==> config.mk <==
export PLATFORM = sky130hd
export DESIGN_NAME = mtsp_gscs_sequencer
export DESIGN_NICKNAME = d
export VERILOG_FILES = /design/src/rtl/mtsp_gscs_pkg.sv /design/src/rtl/mtsp_gsc_counter.sv /design/src/rtl/mtsp_gscs_sequencer.sv
export SDC_FILE = /design/constraint.sdc
export NUM_CORES = 1
export LEC_CHECK = 0
export BUFFER_PORTS_ARGS = -buffer_cell sky130_fd_sc_hd__buf_2
export CORE_MARGIN = 2
export CORE_UTILIZATION = 52
export CTS_CLUSTER_DIAMETER = 30
export CTS_CLUSTER_SIZE = 28
export DETAILED_ROUTE_END_ITERATION = 6
export PLACE_DENSITY_LB_ADDON = 0.25
export SLEW_MARGIN = 20
export SYNTH_ARGS = -nofsm -noshare
export SYNTH_HDL_FRONTEND = slang
export SYNTH_SLANG_ARGS = --single-unit
==> constraint.sdc <==
create_clock -name clk -period 2.9 [get_ports clk]
set_input_delay 0.435 -clock clk [delete_from_list [all_inputs] [get_ports clk]]
set_output_delay 0.435 -clock clk [all_outputs]
set_load 0.005 [all_outputs]
==> src/rtl/mtsp_gscs_pkg.sv <==
// Shared types and helpers for the GSC sequencer: component indices and mask-bit mapping.
package mtsp_gscs_pkg;

  typedef enum logic [1:0] {
    GSC_X = 2'd0,
    GSC_Y = 2'd1,
    GSC_Z = 2'd2,
    GSC_W = 2'd3
  } gsc_comp_e;

  localparam int GSC_COMPS = 4;

  // Masks are ordered bit3=X .. bit0=W, so component index c lives at mask bit 3-c.
  function automatic int mask_bit(input int comp);
    return (GSC_COMPS - 1) - comp;
  endfunction

endpackage

==> src/rtl/mtsp_gsc_counter.sv <==
// One CW-bit general scratch coordinate counter with clear/increase/limit.
// Optional macro MTSP_GSC_SATURATE_EN: saturate at the limit instead of wrapping to 0.
module mtsp_gsc_counter #(
  parameter int CW = 8
) (
  input  logic          clk,
  input  logic          rst_n,
  input  logic          en,
  input  logic          clr,
  input  logic          inc,
  input  logic [CW-1:0] limit,
  output logic [CW-1:0] count_next,
  output logic          wrap_evt
);

  logic [CW-1:0] count_reg;

  // count_next is exported so the read port can observe the post-update value in the same cycle.
  always_comb begin
    count_next = count_reg;
    wrap_evt   = 1'b0;
    if (en) begin
      if (clr) begin
        count_next = '0;
      end else if (inc) begin
        if (count_reg < limit) begin
          count_next = count_reg + 1'b1;
        end else begin
          wrap_evt = 1'b1;
`ifdef MTSP_GSC_SATURATE_EN
          count_next = limit;
`else
          count_next = '0;
`endif
        end
      end
    end
  end

  always_ff @(posedge clk or negedge rst_n) begin
    if (!rst_n) count_reg <= '0;
    else        count_reg <= count_next;
  end

endmodule

==> src/rtl/mtsp_gscs_sequencer.sv <==
// GSC sequencer: THREADS x {X,Y,Z,W} counters, shared wrap limits, update handshake, registered read.
// Optional macro MTSP_GSC_SATURATE_EN selects saturating counters (see mtsp_gsc_counter).
module mtsp_gscs_sequencer
  import mtsp_gscs_pkg::*;
#(
  parameter  int THREADS = 4,
  parameter  int CW      = 8,
  localparam int TW      = (THREADS > 1) ? $clog2(THREADS) : 1
) (
  input  logic            clk,
  input  logic            rst_n,
  input  logic            upd_valid,
  output logic            upd_ready,
  input  logic [TW-1:0]   upd_thread,
  input  logic [3:0]      upd_rst,
  input  logic [3:0]      upd_inc,
  input  logic            cfg_we,
  input  logic [1:0]      cfg_comp,
  input  logic [CW-1:0]   cfg_limit,
  input  logic [TW-1:0]   rd_thread,
  output logic [4*CW-1:0] rd_gsc,
  output logic [3:0]      wrap,
  output logic [TW-1:0]   wrap_thread
);

  logic                  accept;
  logic [CW-1:0]         lim_reg [GSC_COMPS];
  logic [CW-1:0]         cnt_next [THREADS][GSC_COMPS];
  logic [THREADS*4-1:0]  wrap_evt_flat;
  logic [3:0]            wrap_next;
  logic [4*CW-1:0]       rd_next;

  // A limit write owns the cycle; the pending update simply waits.
  assign upd_ready = ~cfg_we;
  assign accept    = upd_valid & upd_ready & (32'(upd_thread) < THREADS);

  always_ff @(posedge clk or negedge rst_n) begin
    if (!rst_n) begin
      for (int c = 0; c < GSC_COMPS; c++) lim_reg[c] <= '1;
    end else if (cfg_we) begin
      lim_reg[cfg_comp] <= cfg_limit;
    end
  end

  genvar gi, gc;
  generate
    for (gi = 0; gi < THREADS; gi++) begin : g_thread
      for (gc = 0; gc < GSC_COMPS; gc++) begin : g_comp
        mtsp_gsc_counter #(.CW(CW)) u_cnt (
          .clk        (clk),
          .rst_n      (rst_n),
          .en         (accept && (upd_thread == TW'(gi))),
          .clr        (upd_rst[mask_bit(gc)]),
          .inc        (upd_inc[mask_bit(gc)]),
          .limit      (lim_reg[gc]),
          .count_next (cnt_next[gi][gc]),
          .wrap_evt   (wrap_evt_flat[gi*4 + mask_bit(gc)])
        );
      end
    end
  endgenerate

  // Only one thread is updated per cycle, so OR-ing across threads is safe.
  always_comb begin
    wrap_next = '0;
    for (int t = 0; t < THREADS; t++) wrap_next |= wrap_evt_flat[t*4 +: 4];
  end

  always_comb begin
    rd_next = '0;
    for (int t = 0; t < THREADS; t++) begin
      if (rd_thread == TW'(t)) begin
        rd_next = {cnt_next[t][GSC_X], cnt_next[t][GSC_Y], cnt_next[t][GSC_Z], cnt_next[t][GSC_W]};
      end
    end
  end

  always_ff @(posedge clk or negedge rst_n) begin
    if (!rst_n) begin
      rd_gsc      <= '0;
      wrap        <= '0;
      wrap_thread <= '0;
    end else begin
      rd_gsc <= rd_next;
      wrap   <= wrap_next;
      if (|wrap_next) wrap_thread <= upd_thread;
    end
  end

endmodule
**After elaboration in Yosys (flattened, before gate mapping)**

Index checks and enable logic that the tools add are counted.

- Register bits after elaboration: 198
- Bits of input ports: 26
- Logic and storage cells: 212

- $add $sub $neg: 16
- Equality and inequality tests: 6
- Muxes and demuxes: 135
- Order comparisons: 18
- Reduce and logical (&&, ||, !) cells: 8
- Bitwise logic cells: 6

Operators by type and width:

| cell | count |
|---|---|
| $mux W8 | 65 |
| $add A8 B1 Y8 const B | 16 |
| $lt A8 B8 Y1 | 16 |
| $mux W32 | 4 |
| $mux W1 | 64 |
| $bwmux W32 | 1 |
| $demux W8 S2 | 1 |
| $or A4 B4 Y4 | 3 |
| $eq A2 B2 Y1 const B | 4 |
| $logic_and A1 B1 Y1 | 5 |
| $eq A2 B1 Y1 const B | 2 |
| $logic_not A2 Y1 | 2 |
| $reduce_or A4 Y1 | 1 |
| $ge A3 B3 Y1 const B | 1 |
| $lt A3 B1 Y1 const B | 1 |
| $not A2 Y3 | 1 |
| $and A1 B1 Y1 | 1 |
| $not A1 Y1 | 1 |

**Longest topological paths before layout**

- Word-level depth: 9
- Gate-level depth with buffers: 10
- Mapped depth without buffers: 9

**Cells and area by module**

Synthesis repeated with hierarchy kept, for this count alone.

- Cells, all modules: 1357
- Area, all modules: 14257.4 um2

Modules (own cells, without submodules):

| module | seq. area each (um2) | instances | cells an instance | area an instance (um2) |
|---|---|---|---|---|
| mtsp_gsc_counter at g_thread[0].g_comp[0].u_cnt ... | 200.2 | 14 | 75 | 699.4 |
| mtsp_gscs_sequencer | 1791.7 | 1 | 159 | 3055.4 |
| mtsp_gsc_counter at g_thread[2].g_comp[0].u_cnt | 200.2 | 1 | 75 | 706.9 |
| mtsp_gsc_counter at g_thread[3].g_comp[3].u_cnt | 200.2 | 1 | 73 | 703.2 |

**Least setup slack after synthesis**

Ideal clock, no wire load.

- Path type: register to register
- Start: register lim_reg[18] (netlist bit)
- End: register wrap_thread[0]
- Period minus slack after synthesis: 2.858 ns
- Data arrival time: 2.733 ns
- Library setup time: 0.125 ns
- Cell stages (with the launch flop): 10
- Setup slack: 0.042 ns
- Cells stage by stage: dfstp_2 > inv_1 > ha_1 > a211o_1 > a31oi_1 > o31ai_1 > a221oi_1 > a31oi_1 > or4_4 > mux2_4

- Cells in the longest elaborated chain, start to end: 9

Ends and longest elaborated chain:

| item | RTL line | source |
|---|---|---|
| start: declaration | mtsp_gscs_sequencer.sv:27 | `logic [CW-1:0] lim_reg [GSC_COMPS];` |
| start signal: indexed assignment | mtsp_gscs_sequencer.sv:41 | `lim_reg[cfg_comp] <= cfg_limit;` |
| $lt A8 B8 Y1 | mtsp_gsc_counter.sv:26 | `if (count_reg < limit) begin` |
| $mux W1 | mtsp_gsc_counter.sv:26 |  |
| $mux W1 | mtsp_gsc_counter.sv:25 | `end else if (inc) begin` |
| $mux W1 | mtsp_gsc_counter.sv:23 | `if (clr) begin` |
| $mux W1 | mtsp_gsc_counter.sv:22 | `if (en) begin` |
| $or A4 B4 Y4 (2 in a row) | mtsp_gscs_sequencer.sv:66 | `for (int t = 0; t < THREADS; t++) wrap_next \|= wrap_evt_flat[t*4 +: 4];` |
| $or A4 B4 Y4 (*) | mtsp_gscs_sequencer.sv:66 |  |
| named net wrap_next[2] | mtsp_gscs_sequencer.sv:30 | `logic [3:0] wrap_next;` |
| $reduce_or A4 Y1 (*) | mtsp_gscs_sequencer.sv:86 | `if (\|wrap_next) wrap_thread <= upd_thread;` |
| end signal: assignment | mtsp_gscs_sequencer.sv:86 |  |
| end: declaration | mtsp_gscs_sequencer.sv:23 | `output logic [TW-1:0] wrap_thread` |

Mark *: on every way through the listed nets, which the timed path passes. The rest lies on a longest branch.
A chain may end at the register's enable or synchronous reset.

**Worst setup path after layout**

- Start: register lim_reg[14] (netlist bit)
- End: register wrap_thread[1]

The elaborated chain is that of the path after synthesis.

==> metrics.log <==
INFO  metric outcome = complete, but fails checks
INFO  metric failing_checks = setup timing
INFO  metric powerDensity = 536 nW/um2
INFO  metric end_kind = flop
INFO  metric use_met3 = 5.08%
INFO  metric number_of_global_route_vias_before_repair = between 10000 and 15000
INFO  metric placed_cells_incl_taps = 1880
INFO  metric filler_cell_count = 2135
INFO  metric avgSynthCellArea = around 9.2 um2
INFO  metric finalHoldWorstSlack = ~0.29 ns
INFO  metric grt_max_degree = 83
INFO  metric setup_viol_count_final = 2
INFO  metric tns = -0.105 ns
INFO  metric most_common_cell_after_layout_fill_and_taps_aside = sky130_fd_sc_hd__dfrtp_1
INFO  metric use_met2 = 50.8%
INFO  metric cts.clk_slew.worst_paths = 0.07 ns
INFO  metric worstRegToRegCells = 9
INFO  metric design_power_total = about 8.4 mW
INFO  metric period_needed = 2.95 ns
INFO  metric synth_top_cell_by_area = sky130_fd_sc_hd__dfrtp_1
INFO  metric clockRootBuffer = sky130_fd_sc_hd__clkbuf_16
INFO  metric cts_tree = built
INFO  metric synth_top_flop_cell = sky130_fd_sc_hd__dfrtp_1
INFO  metric drt_first_iter_violations = 1176
INFO  metric place.port_buffers = 64
INFO  metric drt.antenna.violating_nets = 0
INFO  metric power.share.combinational = 30.5%
INFO  metric power_report.internal_total = 5.53 mW
INFO  metric post-dp-hpwl = 30300 um
INFO  metric drt_drc_violations_left = 0
INFO  metric required = between 3 and 4 ns
INFO  metric yosys_warnings = 0
INFO  metric seq_area = 4990 um2
INFO  metric yosysUniqueCellTypes = roughly 80
INFO  metric synth_enable_flop_cells = 0
INFO  metric global_route.usage.met1 = roughly 43%
INFO  metric clock_power_share = 28.8%
INFO  metric worst_clk_skew = 0.0191 ns
INFO  metric number_of_antenna_violations_at_the_first_check_in_global_routing = 2
INFO  metric fin_nets = 1733
INFO  metric mean_routed_wirelength_per_cell = around 22 um
INFO  metric clk-insertion-delay-late = 0.45 ns
INFO  metric max-cap-violations = 0
INFO  metric max-slew-margin-rel = 40.9%
INFO  metric rr_endpoint = wrap_thread[1]$_DFFE_PN0P_
INFO  metric synth_area_leaders = sky130_fd_sc_hd__dfrtp_1, sky130_fd_sc_hd__ha_1, sky130_fd_sc_hd__dfstp_2
INFO  metric post_synth_instance_area = approximately 13000 um2
INFO  metric vias_per_cell = 6.45
INFO  metric critical_path.endpoint = wrap_thread[1]$_DFFE_PN0P_
INFO  metric clock.fmax = 338 MHz
INFO  metric finish.instance_area = 15700 um2
INFO  metric globalRoute.busiestLayer = met2
INFO  metric timing.reg2reg.setup_slack = -0.05 ns
INFO  metric via_count = approximately 12000
INFO  metric power.ir.vdd_worst = 0.307 mV
INFO  metric async_reset_ff_share = 100%
INFO  metric rsz0062_at_grt = yes
INFO  metric clockBufferDepth = 2
INFO  metric die_width = 163 um
INFO  metric core = ~25000 um2
INFO  metric timing.critical_path.from = lim_reg[14]$_DFFE_PN1P_
INFO  metric synth_top_area_share = 31.4%
INFO  metric drive_gt1_share = a little under a quarter
INFO  metric min_period_over_period = 102%
INFO  metric synth_nets = 1586
INFO  metric critPathKind = flop to flop
INFO  metric static-leakage-power = about 7.3 nW
INFO  metric layout-area-overhead-vs-synth = 19.0%
INFO  metric io_pins = between 60 and 70
INFO  metric die_area = 26700 um2
INFO  metric switchingPower = 2.90 mW
INFO  metric grt_ovf = 0
INFO  metric numCtsBuffers = 17
INFO  metric placed_cell_area = 14700 um2
INFO  metric routed_wirelength = 42200 um
INFO  metric timing.final.ws_setup = -0.0546 ns
INFO  metric power.share.switching = about a third
INFO  metric drt_pass1_iterations = 6
INFO  metric multi_input_comb_area = 8170 um2
INFO  metric synth-seq-area-share = 37.8%
INFO  metric finish.cell_count_without_fillers = 1923
INFO  metric largest_register_ffs = 128
INFO  metric worstHoldPathType = input pin to flop
INFO  metric clock_sinks = 198
INFO  metric timing.final.max_slew_violations = 0
INFO  metric htreeDepth = 4
INFO  metric max_slew.worst_pin.slew = 0.885 ns
INFO  metric finalHoldViolCount = 0
INFO  metric worstPathArrival = 3.28 ns
INFO  metric synth_instances = 1432
INFO  metric largest_fanout_on_the_critical_path = 4
INFO  metric floorplan.rows = 58
INFO  metric place_ws = -0.112 ns
INFO  metric power.share.sequential = 40.7%
INFO  metric floorplan.die.height = 163 um
INFO  metric grt_usage = 31.8%
INFO  metric grt_pass1_wl = roughly 65000 um
INFO  metric final_cell_mix = sky130_fd_sc_hd__dfrtp_1, sky130_fd_sc_hd__nand2_1, sky130_fd_sc_hd__ha_1, sky130_fd_sc_hd__buf_4, sky130_fd_sc_hd__o21ai_0
INFO  metric start_util = 52.7%
INFO  metric worst_setup_path_start_kind = flop
INFO  metric finalWeightedCongestion = about 0.97
INFO  metric final_util = a little over three fifths
INFO  metric ys_ff_latch = 198
INFO  metric rr_startpoint = lim_reg[14]$_DFFE_PN1P_
==> how the worst min path moves through the flow <==
stage,from,endpoint,slack (ns),depth (start not counted)
finish,cfg_limit[5],lim_reg[29]$_DFFE_PN1P_,0.29,3
global route,cfg_limit[5],lim_reg[29]$_DFFE_PN1P_,0.30,3
CTS,cfg_limit[5],lim_reg[29]$_DFFE_PN1P_,0.29,3
detailed placement,rst_n,g_thread[3].g_comp[2].u_cnt.count_reg[5]$_DFF_PN0_,0.47,1
global placement,rst_n,g_thread[3].g_comp[2].u_cnt.count_reg[7]$_DFF_PN0_,0.47,1
floorplan,rst_n,g_thread[0].g_comp[0].u_cnt.count_reg[0]$_DFF_PN0_,0.14,0
==> power groups by stage <==
| stage | clock (mW) | sequential (mW) | combinational, mW |
|---|---|---|---|
| final | 2.43 | 3.43 | 2.57 |
| after detailed placement | 0 | 3.46 | 2.24 |
| after CTS | 2.45 | 3.41 | 2.41 |
| after global routing | 2.58 | 3.47 | 2.82 |
| after global placement | 0 | 3.45 | 2.17 |
| after floorplan | 0 | 3.39 | 1.39 |
==> layout make-up <==
type	instances	share of cell area, %
Sequential cell	198	31.7
Tap cell	330	2.62
Clock buffer	19	2.75
Multi-Input combinational cell	1108	51.9
Timing Repair Buffer	185	8.41
Clock inverter	12	0.906
Inverter	69	1.69
Antenna cell	2	0.0318
==> kinds of logic (layout without fill, tap and decap cells) <==
group	after synthesis	in the layout	synth area share, %
muxes	42	42	3.97
AOI/OAI and AO/OA	436	436	23.2
DFF	198	198	37.8
xor gates and xnor gates	4	4	0.265
adders and majority gates	128	128	12.1
and+or+nand+nor	498	498	19.1
other	0	2	0
buffers and inverters	126	285	3.59
==> critical path, stage by stage, from the launching register on <==
cell and delay (ns):
sky130_fd_sc_hd__dfstp_2 0.56, sky130_fd_sc_hd__clkinvlp_4 0.19, sky130_fd_sc_hd__ha_4 0.26, sky130_fd_sc_hd__a211oi_1 0.22, sky130_fd_sc_hd__nand3_1 0.12, sky130_fd_sc_hd__a31oi_2 0.22
sky130_fd_sc_hd__nor2_2 0.08, sky130_fd_sc_hd__a221o_1 0.35, sky130_fd_sc_hd__or4_4 0.52, sky130_fd_sc_hd__mux2_4 0.31
==> Yosys cell counts (all sizes together) (24+ instances only) <==
| library cell | instances |
|---|---|
| a21oi | 56 |
| and3 | 24 |
| clkbuf | 55 |
| dfrtp | 166 |
| dfstp | 32 |
| ha | 128 |
| inv | 68 |
| mux2 | 28 |
| nand2 | 154 |
| nand2b | 26 |
| nand3 | 47 |
| nor2 | 71 |
| nor3 | 40 |
| o21ai | 103 |
| o31ai | 43 |
==> what timing repair did <==
item	in CTS	in global routing
hold endpoints to repair	7	0
resized for setup	33	44
pin swaps	21	14
endpoints found under the setup margin	4	26
hold buffers	1	0
buffers inserted	9	0
==> per-layer routing <==
metal	vias up	share of wire (%)	wire length [um]
met2	586	46	19400
met3	112	7.9	3340
li1	5731	-	-
met1	5974	42	17900
met5	-	0	0
met4	0	3.8	1590
(Power assumes the default switching activity.)
